===== src/rtl/pipe_pkg.sv =====
// Shared definitions for the elastic stage registers of the pipelined core.
// Holds the occupancy encoding and the default payload width.
package pipe_pkg;

  typedef enum logic [1:0] {
    EMPTY = 2'b00,
    ONE   = 2'b01,
    TWO   = 2'b10
  } skid_state_t;

  localparam int PIPE_WIDTH = 32;

endpackage


===== src/rtl/pipe_skid_reg.sv =====
// Two-entry elastic pipeline register: main slot drives the output, skid slot
// absorbs one word on a downstream stall so that in_ready comes straight from a flop.
module pipe_skid_reg
  import pipe_pkg::*;
#(
  parameter int WIDTH = PIPE_WIDTH
) (
  input  logic             clk,
  input  logic             rst,
  input  logic             flush,
  input  logic             in_valid,
  output logic             in_ready,
  input  logic [WIDTH-1:0] in_data,
  output logic             out_valid,
  input  logic             out_ready,
  output logic [WIDTH-1:0] out_data
);

  skid_state_t      r_state;
  skid_state_t      w_nextState;
  logic [WIDTH-1:0] r_main;
  logic [WIDTH-1:0] r_skid;
  logic             r_inReady;
  logic             r_outValid;
  logic             w_accept;
  logic             w_drain;
  logic             w_loadMainIn;
  logic             w_loadMainSkid;
  logic             w_loadSkid;

  assign w_accept = in_valid && r_inReady;
  assign w_drain  = r_outValid && out_ready;

  // A flush discards whatever is accepted this edge, so no data slot loads.
  always_comb begin
    w_nextState    = r_state;
    w_loadMainIn   = 1'b0;
    w_loadMainSkid = 1'b0;
    w_loadSkid     = 1'b0;
    if (flush) begin
      w_nextState = EMPTY;
    end else begin
      case (r_state)
        EMPTY: begin
          if (w_accept) begin
            w_loadMainIn = 1'b1;
            w_nextState  = ONE;
          end
        end
        ONE: begin
          if (w_accept && w_drain) begin
            w_loadMainIn = 1'b1;
          end else if (w_accept) begin
            w_loadSkid  = 1'b1;
            w_nextState = TWO;
          end else if (w_drain) begin
            w_nextState = EMPTY;
          end
        end
        TWO: begin
          if (w_drain) begin
            w_loadMainSkid = 1'b1;
            w_nextState    = ONE;
          end
        end
        default: w_nextState = EMPTY;
      endcase
    end
  end

  always_ff @(posedge clk) begin
    if (rst) begin
      r_state    <= EMPTY;
      r_main     <= '0;
      r_skid     <= '0;
      r_inReady  <= 1'b1;
      r_outValid <= 1'b0;
    end else begin
      r_state    <= w_nextState;
      r_inReady  <= (w_nextState != TWO);
      r_outValid <= (w_nextState != EMPTY);
      if (w_loadMainIn) begin
        r_main <= in_data;
      end else if (w_loadMainSkid) begin
        r_main <= r_skid;
      end
      if (w_loadSkid) begin
        r_skid <= in_data;
      end
    end
  end

  assign in_ready  = r_inReady;
  assign out_valid = r_outValid;
  assign out_data  = r_main;

endmodule


===== config.mk =====
export PLATFORM = sky130hd
export DESIGN_NAME = pipe_skid_reg
export DESIGN_NICKNAME = d
export VERILOG_FILES = /design/src/rtl/pipe_pkg.sv /design/src/rtl/pipe_skid_reg.sv
export SDC_FILE = /design/constraint.sdc
export NUM_CORES = 1
export LEC_CHECK = 0
export CORE_MARGIN = 5
export CORE_UTILIZATION = 40
export DETAILED_ROUTE_END_ITERATION = 12
export GPL_TIMING_DRIVEN = 0
export PLACE_DENSITY_LB_ADDON = 0.3
export REMOVE_ABC_BUFFERS = 1
export SETUP_SLACK_MARGIN = 0.02
export SYNTH_ARGS = -nofsm -noshare
export SYNTH_HDL_FRONTEND = slang
export SYNTH_SLANG_ARGS = --single-unit

===== constraint.sdc =====
create_clock -name clk -period 1.5 [get_ports clk]
set_input_delay 0.3 -clock clk [delete_from_list [all_inputs] [get_ports clk]]
set_output_delay 0.3 -clock clk [all_outputs]
set_load 0.02 [all_outputs]

==> out/results.txt, run 1 <==
Run status -> complete, no violations
Avg Inst Size Synth -> 8.70 sq um
H-tree depth -> 3
Syn Inst Count -> 357
Global-route wire length before repair -> 16.1 mm
Hold_ws -> 0.477 ns
Worst-margin pin slew -> 0.629 ns
Cell Rows -> 32
Busiest grt layer -> met2
Initial core utilization -> 40.6%
Total wire length -> 10.1 mm
CP Capture Type -> output port
Syn. warnings -> 0
Post-DP HPWL -> 4.94 mm
Residual DRC count -> 0
1st-pass router iterations -> 5
Final ANT Viol Nets -> 0
Core area -> 0.00765 sq mm
CTS tree -> yes
Initial antenna violation count -> 0
Slowest cell on crit path -> dfxtp_4
Via count -> 3143
WP data required -> 1.20 ns
Pleak -> 1.44 nW
CP Launch Type -> flip-flop
Worst Setup Path Type -> flip-flop to output port
Synth cell types -> 27
Max clock buf depth -> 2
CP top delay family -> flip-flops
DR vias/cell -> 6.07
Reg clk slew, reported paths -> 0.08 ns
CP bufs+invs -> 1
Post-synth EDFFs -> 0
GR Util met2 -> 30.4%
Ys async rst share -> 0%
Synth Cell Area -> 0.00310 sq mm
Wirelength per Cell -> 19.4 microns
Seq/Total Area, Yosys -> 43.9%
Fmax -> 692 MHz
Die height -> 98.1 microns
I/O pin total -> 71
Yosys reg bits -> 68
Diodes inserted -> 0
Fin. Hold Viols -> 0
RSZ-0062 raised after global routing -> no
CP peak stage delay -> 0.46 ns
CTS Sinks -> 68
Layout cells sized above 1 -> 12.5%
Final setup viols -> 0
Routability cong. -> 0.707
Tightest Hold Check Type -> flip-flop to flip-flop
Worst-path maximum fanout -> 10
Worst skew pair latency -> 0.35 ns
Port Buf Inserts -> 70
Max cap viols -> 0
Ys flop type -> dfxtp_1
Root cell of the clock tree -> clkbuf_8
GR met3 Demand/Resource -> 5.07%
Worst vdd ir -> 0.483 mV
Die width -> 98.1 microns
CTS Hold Buffers Added -> 0
Vias in the first global route -> 2989
Area delta synth->final -> 36.5%
Largest net degree at the start of global routing -> 37
Post-layout min period -> 1.44 ns
Congestion Overflow GR -> 0
Final Cell Area -> 0.00424 sq mm
Worst Path Arrival -> 1.14 ns
Placed Instance Area -> 0.00378 sq mm
Starting DRT DRC Count -> 246
Period utilization -> 96.3%
Overall routing resource usage -> 20.6%
Final #Nets -> 448
Die Area -> 0.00962 sq mm
Met1 usage -> 29.5%
Worst slew margin -> 58.1%
Final Max Tran Viols -> 0
Crit-path cells -> clkdlybuf4s15_1
Clk_skew -> 0.00765 ns
TritonCTS buffer count -> 9
PwrDens -> 1050 mW/mm^2
## logic make-up (layout without fill, tap and decap cells)
group / after synthesis / in the layout / synth area share, %
buffers and inverters: 46 / 97 / 8.26
AND/OR/NAND/NOR: 109 / 115 / 21.4
flip-flops: 68 / 68 / 43.9
AO/OA/AOI/OAI: 134 / 136 / 26.5
## through the flow
stage | power (W) | worst slack (ns) | TNS (ns) | util (%) | std cells
6_report | 0.00444 | 0.0557 | 0 | 55.4 | 518
5_1_grt | 0.00460 | 0.0189 | 0 | 55.4 | 518
4_1_cts | 0.00445 | 0.0203 | 0 | 54.9 | 517
3_5_place_dp | 0.00261 | -1.14 | -60.26 | 49.4 | 488
3_3_place_gp | 0.00258 | -3.74 | -240.12 | 48.1 | 484
2_1_floorplan | 0.00223 | -1.76 | -106.34 | - | 312
## registers in the layout (all words and copies together) (netlist names)
| name | cells |
|---|---|
| in_ready | 1 |
| out_data | 32 |
| out_valid | 1 |
| r_skid | 32 |
| r_state | 2 |
## layout by cell type, fill, tap and decap left out, drive strengths merged
cell type	n
and4b	4
nor2b	1
clkdlybuf4s50	32
o211ai	1
clkbuf	12
dfxtp	68
a21oi	33
inv	1
o21a	1
nand3b	33
bufinv	3
and4bb	2
a21bo	2
clkinv	3
nand4	1
nor3	32
buf	12
nand2	3
and4	1
o21ai	65
clkdlybuf4s15	2
nor2	1
a21boi	2
nand3	32
nand4bb	4
dlygate4sd2	32
a311oi	32
nand4b	1
## worst min-delay path, cell delays in order, from the launching register on
cell and delay [ns]:
dfxtp_1 0.31, o21ai_0 0.06, a21oi_1 0.06
## synthesized netlist by cell type (all sizes together) (2+ instances only)
| library cell | instances | area (sq um) |
|---|---|---|
| nor3 | 32 | 160 |
| o21ai | 65 | 325 |
| a21oi | 33 | 165 |
| nand2 | 3 | 18.8 |
| dfxtp | 68 | 1360 |
| nand3b | 33 | 248 |
| a311oi | 32 | 299 |
| nand3 | 32 | 160 |
| and4b | 2 | 20.0 |
| buf | 23 | 170 |
| clkbuf | 22 | 82.6 |
## what timing repair did
action                     CTS  global route
hold endpoints to repair     0             0
gates resized for setup     53            12
setup buffers                6             0
cloned                       7             1
pin swaps                    4             1
setup endpoints to repair  100            56
## path summary, 6_finish.rpt
check                                start            to  slack (ns)  cells after the start
worst max-delay path              in_ready      in_ready        0.06                      1
worst min-delay path            r_skid[13]    r_skid[13]        0.48                      2
worst max register to register  r_state[1]  out_data[13]        0.09                      3
worst min register to register  r_skid[13]    r_skid[13]        0.48                      2
## layout make-up
class                           instances  area [sq um]
Timing Repair Buffer                   80           791
Clock inverter                          6           113
Tap cell                              102           128
Multi-Input combinational cell        251          1700
Fill cell                             696          3410
Inverter                                1          3.75
Clock buffer                           10           128
Sequential cell                        68          1380
## layer usage
| metal | vias up | share of wire (%) |
|---|---|---|
| met1 | 1507 | 47 |
| met3 | 17 | 6.7 |
| met4 | 0 | 1.4 |
| met5 | - | 0 |
| met2 | 140 | 45 |
| li1 | 1479 | - |
## where the power goes
part           switching [W]  leakage (nW)  internal (W)
Clock               0.000738         0.120       0.00111
Sequential         0.0000484         0.557       0.00188
Combinational       0.000383         0.763      0.000279
No activity file was read; power rests on OpenSTA's default activity.
==> run 2, diff against run 1 <==
- PLACE_DENSITY: not set -> 0.63
- PLACE_DENSITY_LB_ADDON: 0.3 -> not set
==> run 2 against run 1 <==
Compared with the run above:
- cell count is 1.4% higher
- cell area is 0.12% higher
- critical path depth stayed put
- register-to-register slack better by 0.02 ns
- setup slack better by 0.018 ns
- clock skew is 0.0025 ns lower
- via count is 0.99% higher
- power is 6.5% lower
- clock power is 16% lower
- sequential share of layout area is 0.097 points lower
- first-iteration DRC count is 22% lower
- fmax is 1.2% higher
==> out/results.txt, run 2 (synthesis gave the netlist of run 1 again) <==
Commonest cells after routing, fill and taps aside -> 65 x o21ai_0, 64 x dfxtp_1, 33 x nand3b_1, 33 x a21oi_1, 33 x dlygate4sd2_1
H-tree depth -> 3
Cell Rows -> 32
Worst Slack Setup Final -> 0.0735 ns
Commonest non-fill, non-tap cell in the layout -> o21ai_0
CP Launch Type -> flip-flop
Root cell of the clock tree -> clkbuf_8
Vias in the first global route -> 2961
Final ANT Viol Nets -> 0
CP Capture Type -> output port
Wirelength per Cell -> 19.1 microns
PwrDens -> 978 mW/mm^2
Die width -> 98.1 microns
Final Max Tran Viols -> 0
Worst-margin pin slew -> 0.475 ns
CP top delay family -> flip-flops
Starting DRT DRC Count -> 193
DP Cell Count -> 488
Max clock buf depth -> 2
Reg clk slew, reported paths -> 0.07 ns
Layout cells sized above 1 -> 13.2%
Overall routing resource usage -> 19.6%
Pre-CTS WS -> -1.20 ns
Congestion Overflow GR -> 0
DR vias/cell -> 6.05
Worst vdd ir -> 0.463 mV
Die Area -> 0.00962 sq mm
RSZ-0062 raised after global routing -> no
CTS tree -> yes
Crit-path cells -> clkdlybuf4s15_1
Worst skew pair latency -> 0.33 ns
Total wire length -> 10.0 mm
I/O pin total -> 71
Pleak -> 1.46 nW
CP peak stage delay -> 0.46 ns
Worst Path Arrival -> 1.13 ns
Fmax -> 701 MHz
Worst-path maximum fanout -> 10
Placed Instance Area -> 0.00378 sq mm
Clk_skew -> 0.00520 ns
1st-pass router iterations -> 5
Diodes inserted -> 0
CTS Hold Buffers Added -> 0
Residual DRC count -> 0
CP bufs+invs -> 1
Via count -> 3174
Routability cong. -> 0.757
Worst Setup Path Type -> flip-flop to output port
WP data required -> 1.20 ns
Post-DP HPWL -> 4.92 mm
CTS Sinks -> 68
Finished Layout Cells -> 525
Initial antenna violation count -> 0
Port Buf Inserts -> 70
Die height -> 98.1 microns
Largest net degree at the start of global routing -> 47
Final Cell Area -> 0.00424 sq mm
Slowest cell on crit path -> dfxtp_4
Core area -> 0.00765 sq mm
Period utilization -> 95.1%
Final setup viols -> 0
Run status -> complete, no violations
Global-route wire length before repair -> 15.4 mm
Tightest Hold Check Type -> input pin to flip-flop
Final #Nets -> 456
Fin. Hold Viols -> 0
Post-layout min period -> 1.43 ns
Area delta synth->final -> 36.6%
TritonCTS buffer count -> 9
Initial core utilization -> 40.6%
Worst slew margin -> 68.3%
Max cap viols -> 0
[run 2: changes by cell type in the layout (fill, tap and decap cells not counted), moves of 2 or more]
| cell | change |
|---|---|
| clkinv_4 | -2 |
| bufinv_16 | -2 |
| a311oi_2 | -2 |
| buf_4 | +8 |
| clkbuf_8 | +3 |
| a311oi_1 | +2 |
[run 2: report_power, final]
part / total, W / internal, W / switching [W] / leakage, nW
combinational: 0.000657 / 0.000278 / 0.000379 / 0.801
clock: 0.00156 / 0.000898 / 0.000663 / 0.103
sequential: 0.00193 / 0.00188 / 0.0000474 / 0.556
total: 0.00415 / 0.00306 / 0.00109 / 1.46
[run 2: layout make-up]
type                    instances  area [sq um]
clock buffers                  14           173
clock inverters                 1          30.0
fillers                       713          3410
inverters                       1          3.75
multi-input cells             250          1670
flip-flops and latches         68          1370
well taps                     102           128
repair buffers                 89           860
[run 2: metrics by stage]
| stage | power, W | hold slack [ns] | util, % | TNS, ns |
|---|---|---|---|---|
| CTS | 0.00416 | 0.391 | 53.7 | -3.97 |
| global placement | 0.00259 | 0.460 | 48.1 | -244.73 |
| floorplan | 0.00223 | 0.368 | - | -106.34 |
| global route | 0.00430 | 0.412 | 55.5 | 0 |
| finish | 0.00415 | 0.410 | 55.5 | 0 |
| detailed placement | 0.00261 | 0.467 | 49.5 | -61.24 |
[run 2: layer usage]
metal	global-route usage [%]	routed length, microns	up-vias
met3	4.07	778	8
li1	-	-	1498
met4	5.43	85	0
met5	0	0	-
met2	30.8	4790	138
met1	27.2	4390	1530
[run 2: final timing paths]
kind	start	end	slack (ns)	cells past startpoint
setup / recovery	in_ready	in_ready	0.07	1
hold / removal	rst	r_skid[24]	0.41	2
setup reg to reg	r_state[1]	out_data[24]	0.11	3
hold reg to reg	r_skid[24]	r_skid[24]	0.48	2
[run 2: timing repair]
item                                    4_1_cts  5_1_grt
setup buffers                                 8        7
cloned                                        5        2
gates resized for setup                      46       14
endpoints found under the setup margin      100       66
pin swaps                                     3        3
==> run 3, diff against run 2 <==
- SKIP_LAST_GASP: not set -> 1
==> run 3 against run 2 <==
Compared with the run above:
- flip-flop and latch count unchanged
- cell area up 0.18%
- utilization up 0.098 points
- global-route usage unchanged
- cell count unchanged
- clock power about the same
- combinational power about the same
==> out/results.txt, run 3 (synthesis gave the netlist of run 1 again) <==
Run status -> complete, no violations
Die width -> 98.1 microns
RSZ-0062 raised after global routing -> no
Post-layout min period -> 1.43 ns
Slowest cell on crit path -> dfxtp_4
Internal -> 0.00306 W
Worst hold start -> rst
TritonCTS buffer count -> 9
Max clock buf depth -> 2
Post-DP HPWL -> 4.92 mm
Final Util -> 55.6%
Period utilization -> 95.3%
GR met3 Demand/Resource -> 4.07%
Worst Slack Setup Final -> 0.0703 ns
Total wire length -> 10.1 mm
Cell Rows -> 32
Worst Path Arrival -> 1.13 ns
R2r startpoint -> r_state[0]
Wirelength per Cell -> 19.2 microns
Pre-CTS WS -> -1.20 ns
Pleak -> 1.47 nW
Worst-path maximum fanout -> 10
CTS Hold Buffers Added -> 0
Initial core utilization -> 40.6%
Fin. Hold Viols -> 0
Hold endpoint -> r_skid[24]
Placed Instance Area -> 0.00378 sq mm
Setup TNS -> 0 ns
CTS Sinks -> 68
H-tree depth -> 3
CP Capture Type -> output port
Largest net degree at the start of global routing -> 47
Routability cong. -> 0.757
Logic gate share of total power -> 15.9%
CTS tree -> yes
Final setup viols -> 0
Final #Nets -> 456
I/O pin total -> 71
NetSw -> 0.00110 W
R2R Path End -> out_data[30]
1st-pass router iterations -> 7
Clk_skew -> 0.00431 ns
Seq pwr share -> 46.4%
Worst-margin pin slew -> 0.489 ns
Diodes inserted -> 0
Congestion Overflow GR -> 0
Final ANT Viol Nets -> 0
Reg clk slew, reported paths -> 0.07 ns
Initial antenna violation count -> 0
DR vias/cell -> 6.03
Overall routing resource usage -> 19.6%
Fillers -> 713
Reg2reg setup slack -> 0.10 ns
Port Buf Inserts -> 70
Net Sw Frac -> 26.4%
Met1 usage -> 27.2%
Residual DRC count -> 0
Commonest cells after routing, fill and taps aside -> 64 x o21ai_0, 64 x dfxtp_1, 33 x nand3b_1, 33 x a21oi_1, 33 x dlygate4sd2_1
Worst skew pair latency -> 0.33 ns
Vias in the first global route -> 2961
Die Area -> 0.00962 sq mm
Busiest grt layer -> met2
Die height -> 98.1 microns
Area delta synth->final -> 36.9%
Crit-path cells -> clkdlybuf4s15_1
Global-route wire length before repair -> 15.4 mm
Worst vdd ir -> 0.464 mV
Root cell of the clock tree -> clkbuf_8
Worst slew margin -> 67.4%
CP top delay family -> flip-flops
GR Util met2 -> 30.8%
Starting DRT DRC Count -> 186
Core area -> 0.00765 sq mm
Worst hold path depth -> 2
Final Max Tran Viols -> 0
Max cap viols -> 0
WP data required -> 1.20 ns
Final Cell Area -> 0.00425 sq mm
Worst Setup Path Type -> flip-flop to output port
CP Launch Type -> flip-flop
Fmax -> 699 MHz
PwrDens -> 978 mW/mm^2
CP bufs+invs -> 1
Clock power share -> 37.7%
Layout cells sized above 1 -> 13.0%
Hold_ws -> 0.413 ns
Tightest Hold Check Type -> input pin to flip-flop
Reg2Reg Depth -> 5
Via count -> 3164
CP peak stage delay -> 0.46 ns
==> run 3: cell types whose count changed in the layout (fill, tap and decap cells not counted) <==
cell            delta
clkbuf_2           -1
dlymetal6s2s_1     +1
o21ai_0            -1
o21ai_1            +1
==> run 3: per-stage QoR <==
| stage | instances | power (W) |
|---|---|---|
| CTS | 516 | 0.00416 |
| finish | 525 | 0.00415 |
| detailed placement | 488 | 0.00261 |
| global route | 525 | 0.00430 |
| floorplan | 312 | 0.00223 |
| global placement | 484 | 0.00259 |
==> run 3: repair_timing <==
item                       4_1_cts  5_1_grt
pin swaps                        3        3
resized for setup               43       15
setup endpoints to repair      100       68
cloned                           5        2
setup buffers                    8        7
==> run 3: cell type report <==
class / count / area [sq um] / area share [%]
multi-input combinational: 250 / 1670 / 39.4
sequential: 68 / 1370 / 32.3
timing repair buffer: 89 / 867 / 20.4
clock buffer: 14 / 173 / 4.06
tap: 102 / 128 / 3.00
clock inverter: 1 / 30.0 / 0.707
inverter: 1 / 3.75 / 0.0883
==> run 3: power by group through the flow <==
stage / registers (W) / logic, W / clock network (W)
4_1_cts: 0.00193 / 0.000635 / 0.00159
3_5_place_dp: 0.00197 / 0.000642 / 0
6_report: 0.00193 / 0.000660 / 0.00157
2_1_floorplan: 0.00204 / 0.000192 / 0
3_3_place_gp: 0.00197 / 0.000625 / 0
5_1_grt: 0.00194 / 0.000709 / 0.00166
==> run 3: layer usage <==
metal  vias up  part of all wire, %  wire (microns)
met2       137                   47            4760
li1       1497                    -               -
met1      1523                   45            4540
met4         0                 0.79              80
met5         -                    0               0
met3         7                  6.9             692
==> run 3: worst max-delay path by stage <==
| stage | start | to | slack [ns] | depth (start not counted) |
|---|---|---|---|---|
| final | in_ready | in_ready | 0.07 | 1 |
| after global routing | r_state[0] | out_data[24] | 0.02 | 5 |
| after CTS | in_valid | r_skid[21] | -0.22 | 4 |
| after detailed placement | out_ready | out_data[24] | -1.20 | 4 |
| after global placement | flush | r_skid[8] | -3.79 | 4 |
| after floorplan | out_valid | out_data[29] | -1.76 | 3 |
